--- src/rtl/crop_norm_pkg.sv ---
// Shared types and sizing helpers for the crop/normalise frame sequencer.
package crop_norm_pkg;

  localparam int unsigned FRAME_CNT_W = 16;

  localparam int unsigned DEF_IN_ROWS  = 20;
  localparam int unsigned DEF_IN_COLS  = 20;
  localparam int unsigned DEF_OUT_ROWS = 10;
  localparam int unsigned DEF_OUT_COLS = 10;

  // Counter/coordinate width for a dimension of n pixels, never below 1 bit.
  function automatic int unsigned cnt_w(input int unsigned n);
    return (n < 2) ? 1 : $clog2(n);
  endfunction

  localparam int unsigned DEF_COL_W = cnt_w(DEF_IN_COLS);
  localparam int unsigned DEF_ROW_W = cnt_w(DEF_IN_ROWS);

  typedef enum logic [2:0] {
    ST_IDLE,
    ST_LATCH,
    ST_START,
    ST_RUN,
    ST_WAIT_DONE
  } ctrl_state_t;

endpackage

--- src/rtl/crop_norm_ctrl_raster_counter.sv ---
// Raster column/row position of the next accepted pixel, with wrap and a
// combinational flag marking the final pixel of the frame.
module raster_counter
  import crop_norm_pkg::*;
#(
  parameter  int unsigned IN_ROWS = DEF_IN_ROWS,
  parameter  int unsigned IN_COLS = DEF_IN_COLS,
  localparam int unsigned CW      = cnt_w(IN_COLS),
  localparam int unsigned RW      = cnt_w(IN_ROWS)
) (
  input  logic          clk,
  input  logic          srst,
  input  logic          clear,
  input  logic          advance,
  output logic [CW-1:0] col,
  output logic [RW-1:0] row,
  output logic          last
);

  logic col_end;
  logic row_end;

  assign col_end = (col == CW'(IN_COLS - 1));
  assign row_end = (row == RW'(IN_ROWS - 1));
  assign last    = col_end && row_end;

  // NOTE: non-blocking assignments make col and row both sample pre-edge values.
  always_ff @(posedge clk) begin
    if (srst || clear) begin
      col <= '0;
      row <= '0;
    end else if (advance) begin
      if (col_end) begin
        col <= '0;
        row <= row_end ? '0 : row + RW'(1);
      end else begin
        col <= col + CW'(1);
      end
    end
  end

endmodule

--- src/rtl/crop_norm_ctrl.sv ---
// Frame-level sequencer for crop_norm: latches/range-checks the crop box,
// runs the ap_start/ap_ready/ap_done handshake and tracks raster position.
// Optional macro CROP_NORM_CTRL_CLAMP_EN clamps an out-of-range box instead of
// abandoning the frame.
module crop_norm_ctrl
  import crop_norm_pkg::*;
#(
  parameter  int unsigned IN_ROWS  = DEF_IN_ROWS,
  parameter  int unsigned IN_COLS  = DEF_IN_COLS,
  parameter  int unsigned OUT_ROWS = DEF_OUT_ROWS,
  parameter  int unsigned OUT_COLS = DEF_OUT_COLS,
  localparam int unsigned CW       = cnt_w(IN_COLS),
  localparam int unsigned RW       = cnt_w(IN_ROWS)
) (
  input  logic                   clk,
  input  logic                   srst,
  input  logic                   ctrl_enable,
  input  logic                   ctrl_continuous,
  input  logic [CW-1:0]          host_crop_x0,
  input  logic [RW-1:0]          host_crop_y0,
  input  logic                   beat,
  input  logic                   cn_ap_ready,
  input  logic                   cn_ap_done,
  output logic                   ap_start,
  output logic [CW-1:0]          crop_x0,
  output logic [RW-1:0]          crop_y0,
  output logic [CW-1:0]          cnt_col,
  output logic [RW-1:0]          cnt_row,
  output logic                   busy,
  output logic                   frame_done,
  output logic [FRAME_CNT_W-1:0] frame_count,
  output logic                   err_coord,
  output logic                   err_stray
);

  ctrl_state_t state;
  logic        en_q;
  logic        rise_q;
  logic        done_pend;

  // Range check one bit wider than the coordinates so the sum never wraps.
  logic [CW:0] x_sum;
  logic [RW:0] y_sum;
  logic        x_bad;
  logic        y_bad;

  assign x_sum = {1'b0, host_crop_x0} + (CW+1)'(OUT_COLS);
  assign y_sum = {1'b0, host_crop_y0} + (RW+1)'(OUT_ROWS);
  assign x_bad = x_sum > (CW+1)'(IN_COLS);
  assign y_bad = y_sum > (RW+1)'(IN_ROWS);

  logic cnt_clear;
  logic cnt_advance;
  logic cnt_last;

  assign cnt_clear   = !ctrl_enable || (state == ST_LATCH);
  assign cnt_advance = ctrl_enable && (state == ST_RUN) && beat;

  raster_counter #(
    .IN_ROWS (IN_ROWS),
    .IN_COLS (IN_COLS)
  ) u_raster (
    .clk     (clk),
    .srst    (srst),
    .clear   (cnt_clear),
    .advance (cnt_advance),
    .col     (cnt_col),
    .row     (cnt_row),
    .last    (cnt_last)
  );

  // NOTE: reset is synchronous, so srst is simply the top-priority branch here.
  always_ff @(posedge clk) begin
    if (srst) begin
      state       <= ST_IDLE;
      en_q        <= 1'b0;
      rise_q      <= 1'b0;
      done_pend   <= 1'b0;
      ap_start    <= 1'b0;
      crop_x0     <= '0;
      crop_y0     <= '0;
      busy        <= 1'b0;
      frame_done  <= 1'b0;
      frame_count <= '0;
      err_coord   <= 1'b0;
      err_stray   <= 1'b0;
    end else begin
      en_q       <= ctrl_enable;
      rise_q     <= ctrl_enable && !en_q;
      frame_done <= 1'b0;

      if (rise_q) begin
        err_coord <= 1'b0;
        err_stray <= 1'b0;
      end
      if (beat && (state != ST_RUN)) err_stray <= 1'b1;

      // Dropping the enable aborts from any state, including on the last beat.
      if (!ctrl_enable) begin
        state     <= ST_IDLE;
        busy      <= 1'b0;
        ap_start  <= 1'b0;
        done_pend <= 1'b0;
      end else begin
        unique case (state)
          ST_IDLE: begin
            if (ctrl_continuous || rise_q) begin
              state <= ST_LATCH;
              busy  <= 1'b1;
            end
          end

          ST_LATCH: begin
            done_pend <= 1'b0;
            crop_x0   <= host_crop_x0;
            crop_y0   <= host_crop_y0;
            if (x_bad || y_bad) err_coord <= 1'b1;
`ifdef CROP_NORM_CTRL_CLAMP_EN
            if (x_bad) crop_x0 <= CW'(IN_COLS - OUT_COLS);
            if (y_bad) crop_y0 <= RW'(IN_ROWS - OUT_ROWS);
            state    <= ST_START;
            ap_start <= 1'b1;
`else
            if (x_bad || y_bad) begin
              state <= ST_IDLE;
              busy  <= 1'b0;
            end else begin
              state    <= ST_START;
              ap_start <= 1'b1;
            end
`endif
          end

          ST_START: begin
            if (cn_ap_ready) begin
              state    <= ST_RUN;
              ap_start <= 1'b0;
            end
          end

          ST_RUN: begin
            // An early ap_done is held until the last pixel has been accepted.
            if (cn_ap_done) done_pend <= 1'b1;
            if (beat && cnt_last) state <= ST_WAIT_DONE;
          end

          ST_WAIT_DONE: begin
            if (cn_ap_done || done_pend) begin
              done_pend   <= 1'b0;
              frame_done  <= 1'b1;
              frame_count <= frame_count + FRAME_CNT_W'(1);
              if (ctrl_continuous) begin
                state <= ST_LATCH;
              end else begin
                state <= ST_IDLE;
                busy  <= 1'b0;
              end
            end
          end

          default: begin
            state <= ST_IDLE;
            busy  <= 1'b0;
          end
        endcase
      end
    end
  end

endmodule
--- config.mk ---
export PLATFORM = sky130hd
export DESIGN_NAME = crop_norm_ctrl
export DESIGN_NICKNAME = d
export VERILOG_FILES = /design/src/rtl/crop_norm_pkg.sv /design/src/rtl/crop_norm_ctrl_raster_counter.sv /design/src/rtl/crop_norm_ctrl.sv
export SDC_FILE = /design/constraint.sdc
export NUM_CORES = 1
export LEC_CHECK = 0
export BUFFER_PORTS_ARGS = -buffer_cell sky130_fd_sc_hd__buf_2
export CAP_MARGIN = 40
export CORE_MARGIN = 3
export CORE_UTILIZATION = 40
export CTS_CLUSTER_DIAMETER = 80
export DETAILED_ROUTE_END_ITERATION = 6
export MAX_ROUTING_LAYER = met4
export PLACE_DENSITY_LB_ADDON = 0.1
export SLEW_MARGIN = 20
export SYNTH_ARGS = -nofsm -noshare
export SYNTH_HDL_FRONTEND = slang
export SYNTH_SLANG_ARGS = --single-unit
--- constraint.sdc ---
create_clock -name clk -period 2 [get_ports clk]
set_clock_uncertainty 0.2 [all_clocks]
set_input_delay 0.2 -clock clk [delete_from_list [all_inputs] [get_ports clk]]
set_output_delay 0.2 -clock clk [all_outputs]
set_load 0.01 [all_outputs]
# --- After elaboration in Yosys (flattened, before gate mapping) ---
# Cells that the tools add are included.
word_totals:
  register_bits: 47
  in_bits: 17
  out_inout_bits: 41
  wordCells: 93
op_classes:
  add_sub_neg: 5
  magnitude_cmp: 2
  n_eq_ne: 15
  n_mux: 27
  bitwise_logic: 3
  reduce_logical: 27
ops:
  columns: ["cell", "n"]
  rows:
  - ["$add A16 B1 Y16 const B", 1]
  - ["$mux W1", 16]
  - ["$pmux W3 S5", 1]
  - ["$add A5 B4 Y6 const B", 2]
  - ["$gt A6 B5 Y1 const B", 2]
  - ["$mux W3", 4]
  - ["$ne A2 B2 Y1 const B", 6]
  - ["$add A5 B1 Y5 const B", 2]
  - ["$eq A5 B5 Y1 const B", 2]
  - ["$mux W5", 2]
  - ["$reduce_and A3 Y1", 3]
  - ["$eq A3 B2 Y1 const B", 2]
  - ["$logic_and A1 B1 Y1", 6]
  - ["$logic_or A1 B1 Y1", 5]
  - ["$reduce_and A5 Y1", 1]
  - ["$ne A2 B1 Y1 const B", 2]
  - ["$pmux W1 S4", 1]
  - ["$reduce_and A2 Y1", 2]
  - ["$reduce_and A4 Y1", 1]
  - ["$reduce_bool A2 Y1", 2]
  - ["$reduce_or A2 Y1", 2]
  - ["$eq A3 B1 Y1 const B", 1]
  - ["$eq A3 B3 Y1 const B", 1]
  - ["$logic_not A3 Y1", 1]
  - ["8 further kinds", 11]

# --- Depth between registers and ports, before layout ---
# Gate-level depths: netlist (run 1).
depth:
  word_depth: 6
  mapped_depth: 6
  depth_no_buf: 5

# --- By module ---
# Synthesis (run 1) repeated with hierarchy kept, for this count alone.
unflattened:
  hier_cells: 274
  area_unflattened_um2: 2306.0
by_module_without_submodules:
  columns: ["module", "instances", "cells_each", "area_each_um2", "seq_area_each_um2"]
  rows:
  - ["crop_norm_ctrl", 1, 216, 1794.2, 740.7]
  - ["raster_counter", 1, 58, 511.7, 200.2]

# --- Worst setup path before layout (run 1) ---
# OpenSTA, ideal clock, no wires.
synth_timing:
  path_type: "reg-to-reg"
  startpoint: "reg state[1]"
  endpoint: "reg frame_count[9]"
  setup_time_ps: 121
  arrival_ps: 1609
  required_time_ps: 1679
  setup_slack_ps: 70
  stages_incl_launch_ff: 7
  n_path_buf: 2
  period_less_slack_ps: 1930
  path_cell_list: "dfxtp_1 > buf_6 > or3b_1 > buf_6 > nor4_4 > nand3_2 > mux2_4"
synth_between:
  elab_chain_len: 2
synth_lines:
  columns: ["element", "line_no", "rtl"]
  rows:
  - ["start, declared", "crop_norm_ctrl.sv:36", "ctrl_state_t state;"]
  - ["start signal, assigned", "crop_norm_ctrl.sv:75", "state <= ST_IDLE;"]
  - ["start signal, assigned", "crop_norm_ctrl.sv:100", "state <= ST_IDLE;"]
  - ["start signal, assigned", "crop_norm_ctrl.sv:108", "state <= ST_LATCH;"]
  - ["$eq A3 B3 Y1", "crop_norm_ctrl.sv:105", "unique case (state)"]
  - ["$reduce_and A3 Y1 (no source line)", null, null]
  - ["end signal, assigned", "crop_norm_ctrl.sv:151", "frame_count <= frame_count + FRAME_CNT_W'(1);"]
  - ["end, declared", "crop_norm_ctrl.sv:31", "output logic [FRAME_CNT_W-1:0] frame_count,"]
# Every way passes these cells.
# A chain may end at the register's enable or synchronous reset.

# --- Final worst setup path (run 1) ---
layout_timing:
  startpoint: "reg state[0]"
  endpoint: "reg frame_count[9]"
# The elaborated chain is that of the path after synthesis.

==> results of run 1 <==
[final timing paths]
path	from	to	slack [ps]	cells after the start
min reg2reg	en_q	rise_q	190	1
max	state[0]	frame_count[9]	120	4
min	beat	state[2]	10	3
max reg2reg	state[0]	frame_count[9]	120	4
[cells in the mapped netlist, types with 4 or more instances]
cell / count
nor2b_1: 5
and3_1: 5
xor2_1: 5
dfxtp_1: 47
nand3_1: 13
nand2b_1: 4
clkbuf_1: 10
a21oi_1: 27
ha_1: 5
o21ai_0: 5
or4_1: 7
xnor2_1: 6
o31ai_1: 9
nor2_1: 26
and2_1: 4
nand4_1: 7
nand2_1: 31
mux2i_1: 4
inv_1: 5
[per-layer routing]
layer  share of wire  routed length [um]  up-vias  GRT usage
li1                -                   -     1143          -
met2            0.48                2700       42      0.288
met1            0.47                2650     1061      0.229
met3           0.042                 234        6     0.0304
met5               0                   0        -          -
met4          0.0082                  46        0     0.0349
[placed cells by master, fill, tap and decap left out, types with 4 or more instances in the layout]
cell,netlist,layout
mux2i_1,4,4
o31ai_1,9,9
inv_1,5,5
ha_1,5,5
nor2_1,26,26
nand2_1,31,31
nand4_1,7,7
and3_1,5,5
dlygate4sd3_1,0,10
buf_4,0,20
dfxtp_1,47,47
nand2b_1,4,4
nand3_1,13,13
xor2_1,5,5
or4_1,7,7
o21ai_0,5,5
xnor2_1,6,6
buf_2,1,57
nor2b_1,5,5
a21oi_1,27,27
clkbuf_8,0,7
[repair_timing]
action,CTS,global route
hold endpoints to repair,10,0
setup endpoints to repair,0,13
setup buffers,0,3
resized for setup,0,5
hold buffers,10,0
[kinds of logic after synthesis]
logic type,after synthesis,synth area share
and+or+nand+nor,126,0.304
AOI/OAI and AO/OA,60,0.160
DFF,47,0.404
buffers and inverters,19,0.0408
xor gates and xnor gates,11,0.0413
muxes,5,0.0236
adders and majority gates,5,0.0268
[through the flow]
stage | instance area [um^2] | power, mW | hold WS, ps | cells
after global placement | 2760 | 1.11 | 174 | 405
final | 3000 | 1.74 | 11.6 | 426
after floorplan | 2330 | 1.05 | 136 | 273
after CTS | 2960 | 1.75 | 2.58 | 423
after detailed placement | 2760 | 1.11 | 178 | 405
after global routing | 3000 | 1.81 | 45.9 | 426
[worst register-to-register path: cells and delay by family, from the launching register on]
kind	cells	cell delay, ps
AND/OR/NAND/NOR	3	950
flip-flops	1	350
multiplexers	1	300
[layout make-up]
class | instances | area share
Sequential cell | 47 | 0.314
Inverter | 5 | 0.00626
Tap cell | 72 | 0.0300
Timing Repair Buffer | 87 | 0.178
Multi-Input combinational cell | 207 | 0.438
Clock buffer | 8 | 0.0334
[where the power goes]
part,switching (mW),internal (mW),leakage (nW)
Combinational,0.0845,0.0683,0.826
Clock,0.313,0.316,0.0515
Sequential,0.00763,0.948,0.380
[sequential cells by signal (all words and copies together), names as in the netlist]
name and count:
u_raster.row 5, u_raster.col 5, rise_q 1, done_pend 1, frame_done 1, busy 1
crop_x0 5, state 3, en_q 1, crop_y0 5, ap_start 1, err_stray 1
frame_count 16, err_coord 1
==> results.toml, run 1 <==
[outcome]
status = "finished clean"

[yosys]
async_flop_share = 0
synth_cell_types = 49
synth_area_um2 = 2330
synth_area_per_cell_um2 = 8.54
mappedNetlistNets = 295
yosysWarnings = 0
synth_top_cell_by_area = "dfxtp_1"
synth_seq_cells = 47
synth.top_cell.area_share = 0.404
synth_edf_count = 0
ys.flop_type = "dfxtp_1"
synth_cells = 273
synth.area.top_cells = "dfxtp_1 (40%), a21oi_1 (5.8%), nand2_1 (5.0%)"
seq_area_frac_synth = 0.404

[sta]
tightest_slew_ps = 548
post-route-period-util = 0.942
rsz0062_at_grt = "false"
fmax_mhz = 531
fin_setup_tns_ps = 0
drv_slew = 0
relSlewSlack = 0.633
final-hold-violation-count = 0
setup_viol = 0
min_period_ps = 1880
fin_ws_ps = 116

[route]
avgViaCountPerCell = 5.29
drtIter0Drc = 88
drc_errors = 0
routedWlPerCell_um = 13.2
vias = 2252
wl_um = 5630
ant_nets = 0
drt-pass1-iter-count = 4

[floorplan]
pin_count = 58
die_h_um = 82.3
dieArea_um2 = 6780
start_util = 0.418
die_x_um = 82.3
core_area_um2 = 5570
row_count = 27

[place]
dpl_worst_slack_ps = 95.4
portBuffers = 57
hpwl_um = 4050
place_congestion = 0.774

[critical_path]
critPathArrivalTime_ps = 1880
cp_max_fo = 3
critical_path_class = "register to register"
max_stage_delay_ps = 460
required_ps = 2000
cp-end-kind = "register"
cp_slowest_cell = "or3b_1"
path_buf_inv = 0
critPathTopFamily = "simple AND/OR/NAND/NOR gates"
crit_path_start_kind = "register"
path_cells = "or3b_1 -> nor4_4 -> nand3_2 -> mux2_4"

[finish]
multi_input_area_um2 = 1320
fin_util = 0.538
syn_to_final_growth_pct = 28.7
final_net_count = 375
ff_latch_area_um2 = 941
fillers = 541
antenna_cells = 0
drive_above_1_share = 0.266

[global_route]
antenna_found_initial = 0
grt_max_degree = 33
track_usage = 0.176
grt_overflow_total = 0
first_global_vias = 1964
grt_pass1_wl_um = 9160

[power]
powerDensity_nw_per_um2 = 579
ir_drop_mv = 0.428
leakage_nw = 1.26

[cts]
htreeDepth = 2
cts_root_buffer = "clkbuf_8"
insertion_delay_ps = 290
cts_buffer_depth = 2
cts.sinks = 47
path_clk_slew_ps = 90
numCtsBuffers = 5
cts_tree = "done"

[run]
drv_cap = 0

[hold_path]
hp-class = "input port to register"
Power figures use the tool's default switching activity.
==> inputs of run 2 (changes only) <==
--- a/config.mk
+++ b/config.mk
@@ -8,7 +8,7 @@
 export BUFFER_PORTS_ARGS = -buffer_cell sky130_fd_sc_hd__buf_2
 export CAP_MARGIN = 40
 export CORE_MARGIN = 3
-export CORE_UTILIZATION = 40
+export CORE_UTILIZATION = 30
 export CTS_CLUSTER_DIAMETER = 80
 export DETAILED_ROUTE_END_ITERATION = 6
 export MAX_ROUTING_LAYER = met4
==> run 2 against run 1 <==
Die area up 31%. Largest cell class unchanged. Critical path type unchanged. Count of clock-buffer cells in the layout decreased by 2. Final cell count rose by 6.6%. Largest power group unchanged.
==> results.toml, run 2 (same netlist as run 1, synthesis figures left out) <==
[outcome]
status = "finished clean"

[cts]
path_clk_slew_ps = 90
cts_tree = "done"
cts_root_buffer = "clkbuf_8"
numCtsBuffers = 5
htreeDepth = 2
cts.sinks = 47
cts_buffer_depth = 2
insertion_delay_ps = 310

[finish]
final_common_cell = "buf_2"
largest-register = "frame_count"
largest_reg_flops = 16
fin_area_um2 = 3060
drive_above_1_share = 0.273
fillers = 765
layoutNonFillerInstCount = 454
final_net_count = 376
final_cell_mix = "buf_2 (57), dfxtp_1 (47), nand2_1 (31), a21oi_1 (27), nor2_1 (26)"
antenna_cells = 0
syn_to_final_growth_pct = 31.5

[sta]
rsz0062_at_grt = "false"
relSlewSlack = 0.641
fin_setup_tns_ps = 0
drv_slew = 0
min_period_ps = 1910
fmax_mhz = 522
final-hold-violation-count = 0
post-route-period-util = 0.957
tightest_slew_ps = 535
setup_viol = 0

[floorplan]
start_util = 0.315
die_x_um = 94.1
die_h_um = 94.1
core_area_um2 = 7410
row_count = 31
dieArea_um2 = 8860
pin_count = 58

[hold_path]
hp-class = "input port to register"

[place]
place_congestion = 0.787
dp_cells = 435
hpwl_um = 4420
portBuffers = 57
placed_area_um2 = 2810

[critical_path]
critPathArrivalTime_ps = 1960
required_ps = 2040
r2r_slack_ps = 90
cp_max_fo = 16
cp-end-kind = "register"
crit_path_start_kind = "register"
critical_path_class = "register to register"

[run]
drv_cap = 0

[global_route]
grt_max_degree = 33
grt_overflow_total = 0
first_global_vias = 2061
antenna_found_initial = 0
track_usage = 0.145
grt_pass1_wl_um = 9900

[power]
powerDensity_nw_per_um2 = 607
ir_drop_mv = 0.284
leakage_nw = 1.28

[route]
ant_nets = 0
drt-pass1-iter-count = 4
drc_errors = 0
vias = 2230
drtIter0Drc = 50
wl_um = 6190
avgViaCountPerCell = 4.91
routedWlPerCell_um = 13.6
-- run 2: cell types whose count changed in the layout (fill, tap and decap cells not counted) --
| cell | delta |
|---|---|
| buf_4 | +1 |
| bufinv_16 | +1 |
| clkbuf_1 | -1 |
| clkbuf_8 | -1 |
| clkinv_2 | +1 |
| nor3b_1 | -1 |
| nor3b_2 | +1 |
-- run 2: final timing paths --
kind / start / end / cells past startpoint
min reg2reg: en_q / rise_q / 1
max: done_pend / frame_count[14] / 4
min: beat / state[2] / 3
max reg2reg: done_pend / frame_count[14] / 4
-- run 2: where the power goes --
group | internal [mW] | switching (mW)
logic | 0.0685 | 0.0866
clock network | 0.405 | 0.343
registers | 0.948 | 0.00804
total | 1.42 | 0.438
-- run 2: cell type report --
cell class	instances	area [um^2]	area share
inverters	5	18.8	0.00612
clock inverters	2	35.0	0.0114
multi-input cells	207	1320	0.431
clock buffers	6	82.6	0.0269
well taps	99	124	0.0404
repair buffers	88	543	0.177
flip-flops and latches	47	941	0.307
-- run 2: repair_timing --
item,CTS,global route
endpoints found under the hold margin,10,0
buffers inserted,0,1
hold buffers,10,0
setup endpoints to repair,0,14
resized for setup,0,6
-- run 2: metal layers --
metal  routed length [um]  GRT usage  up-vias
met5                    0          -        -
met4                   85     0.0469        0
met3                  301     0.0313       12
met2                 2990      0.229       46
met1                 2810      0.184     1030
li1                     -          -     1142
-- run 2: per-stage QoR --
| step | power [mW] | hold WS (ps) | util | setup slack, ps |
|---|---|---|---|---|
| after detailed placement | 1.11 | 185 | 0.380 | 55.6 |
| after global routing | 1.93 | 19.1 | 0.414 | 3.07 |
| after global placement | 1.11 | 174 | 0.380 | 100 |
| after CTS | 1.88 | 5.16 | 0.409 | 57.4 |
| final | 1.86 | 14.3 | 0.414 | 85.2 |
| after floorplan | 1.05 | 136 | - | 69.9 |
-- run 2: worst max-delay path, stage by stage, from the launching register on --
cell and delay (ps):
dfxtp_1 420, o21a_1 250, nand4_4 240, or4_1 580
a21oi_1 160
==> inputs of run 3 (changes only) <==
==> constraint.sdc (replaced) <==
create_clock -name clk -period 2.4 [get_ports clk]
set_clock_uncertainty 0.2 [all_clocks]
set_input_delay 0.24 -clock clk [delete_from_list [all_inputs] [get_ports clk]]
set_output_delay 0.24 -clock clk [all_outputs]
set_load 0.01 [all_outputs]
==> run 3 against run 2 <==
Global-route usage shrank 0.36 points. Maximum frequency fell by 7.7%. Flip-flop and latch count is the same. Critical path type unchanged. Routed wire length fell by 5.1%. Worst hold slack got worse by 6.1 ps. Largest power group unchanged. Sequential share of layout area up 2.2 points. Critical endpoint is now frame_count[9]. Via count shrank 1.9%. Highest routed layer unchanged.
==> results.toml, run 3 (same netlist as run 1, synthesis figures left out) <==
[outcome]
status = "finished clean"

[cts]
path_clk_slew_ps = 90
cts_hold_buf = 7
cts_resized = 0
cts_setup_buffers = 0
cts_tree = "done"
numCtsBuffers = 5
cts_buffer_depth = 2
cts_root_buffer = "clkbuf_8"
insertion_delay_ps = 300
htreeDepth = 2
cts.sinks = 47

[finish]
syn_to_final_growth_pct = 22.7
multi_input_area_um2 = 1290
antenna_cells = 0
largest-register = "frame_count"
ff_latch_area_um2 = 941
fillers = 786
drive_above_1_share = 0.223
largest_reg_flops = 16
fin_area_um2 = 2860
final_common_cell = "buf_2"
final_net_count = 359
final_cell_mix = "buf_2 (57), dfxtp_1 (47), nand2_1 (31), a21oi_1 (27), nor2_1 (26)"

[sta]
rsz0062_at_grt = "false"
drv_slew = 0
setup_viol = 0
tightest_slew_ps = 584
fmax_mhz = 482
min_period_ps = 2070
final-hold-violation-count = 0
relSlewSlack = 0.609
fin_setup_tns_ps = 0
post-route-period-util = 0.864

[power]
ir_drop_mv = 0.220
leakage_nw = 1.16
powerDensity_nw_per_um2 = 481

[place]
hpwl_um = 4140
portBuffers = 57
placed_area_um2 = 2720
place_congestion = 0.727

[global_route]
track_usage = 0.141
first_global_vias = 1986
grt_pass1_wl_um = 9830
grt_overflow_total = 0
grt_max_degree = 33
antenna_found_initial = 0

[floorplan]
core_area_um2 = 7410
die_x_um = 94.1
dieArea_um2 = 8860
start_util = 0.315
die_h_um = 94.1
row_count = 31
pin_count = 58

[route]
drt-pass1-iter-count = 4
routedWlPerCell_um = 13.5
drtIter0Drc = 85
drc_errors = 0
wl_um = 5870
vias = 2187
ant_nets = 0
avgViaCountPerCell = 5.03

[hold_path]
hp-class = "input port to register"
holdPathEnd = "crop_y0[1]"
hold_path.startpoint = "host_crop_y0[1]"
hold_depth = 3

[critical_path]
required_ps = 2400
r2r-end = "frame_count[9]"
crit_path_start_kind = "register"
max_stage_delay_ps = 560
timing.rr.start = "state[0]"
cp_slowest_cell = "or3b_1"
critical_path_class = "register to register"
critPathArrivalTime_ps = 2080
path_cells = "or3b_1 -> nor4_4 -> nand3_2 -> mux2_4"
ff2ff_path_depth = 4
cp-end-kind = "register"
r2r_slack_ps = 330
cp_max_fo = 14

[run]
drv_cap = 0
==> run 3: where the power goes <==
part | switching, mW | total [mW] | internal, mW
Sequential | 0.00941 | 0.799 | 0.790
Combinational | 0.0637 | 0.112 | 0.0486
Clock | 0.268 | 0.463 | 0.195
Total | 0.341 | 1.37 | 1.03
==> run 3: layout make-up <==
cell class | count | share of cell area
tap | 99 | 0.0433
inverter | 5 | 0.00656
timing repair buffer | 71 | 0.143
sequential | 47 | 0.329
clock buffer | 6 | 0.0254
multi-input combinational | 207 | 0.453
==> run 3: how the worst max path moves through the flow <==
stage	from	cells past startpoint	slack [ps]	to
floorplan	state[1]	6	470	frame_count[9]
global placement	state[0]	4	340	frame_count[9]
detailed placement	state[0]	4	320	frame_count[9]
CTS	state[0]	4	320	frame_count[9]
global route	state[0]	4	200	crop_x0[3]
finish	state[0]	4	330	frame_count[9]
==> run 3: critical path: cells and delay by family, from the launching register on <==
family / cells / cell delay (ps)
flops: 1 / 460
simple gates: 3 / 1030
mux: 1 / 300
==> run 3: stage by stage <==
stage	instances	hold WS, ps	power [mW]	utilization	setup WS (ps)
5_1_grt	435	18.4	1.44	0.386	205
6_report	435	8.29	1.37	0.386	325
4_1_cts	435	3.68	1.39	0.386	316
3_5_place_dp	422	180	0.922	0.367	321
2_1_floorplan	273	168	0.873	-	470
3_3_place_gp	422	176	0.922	0.367	339
==> run 3: routing by layer <==
| layer | GRT usage | up-vias | wire [um] |
|---|---|---|---|
| met5 | - | - | 0 |
| met3 | 0.0288 | 10 | 255 |
| met1 | 0.188 | 1034 | 2830 |
| met4 | 0.0469 | 0 | 85 |
| li1 | - | 1103 | - |
| met2 | 0.214 | 40 | 2700 |
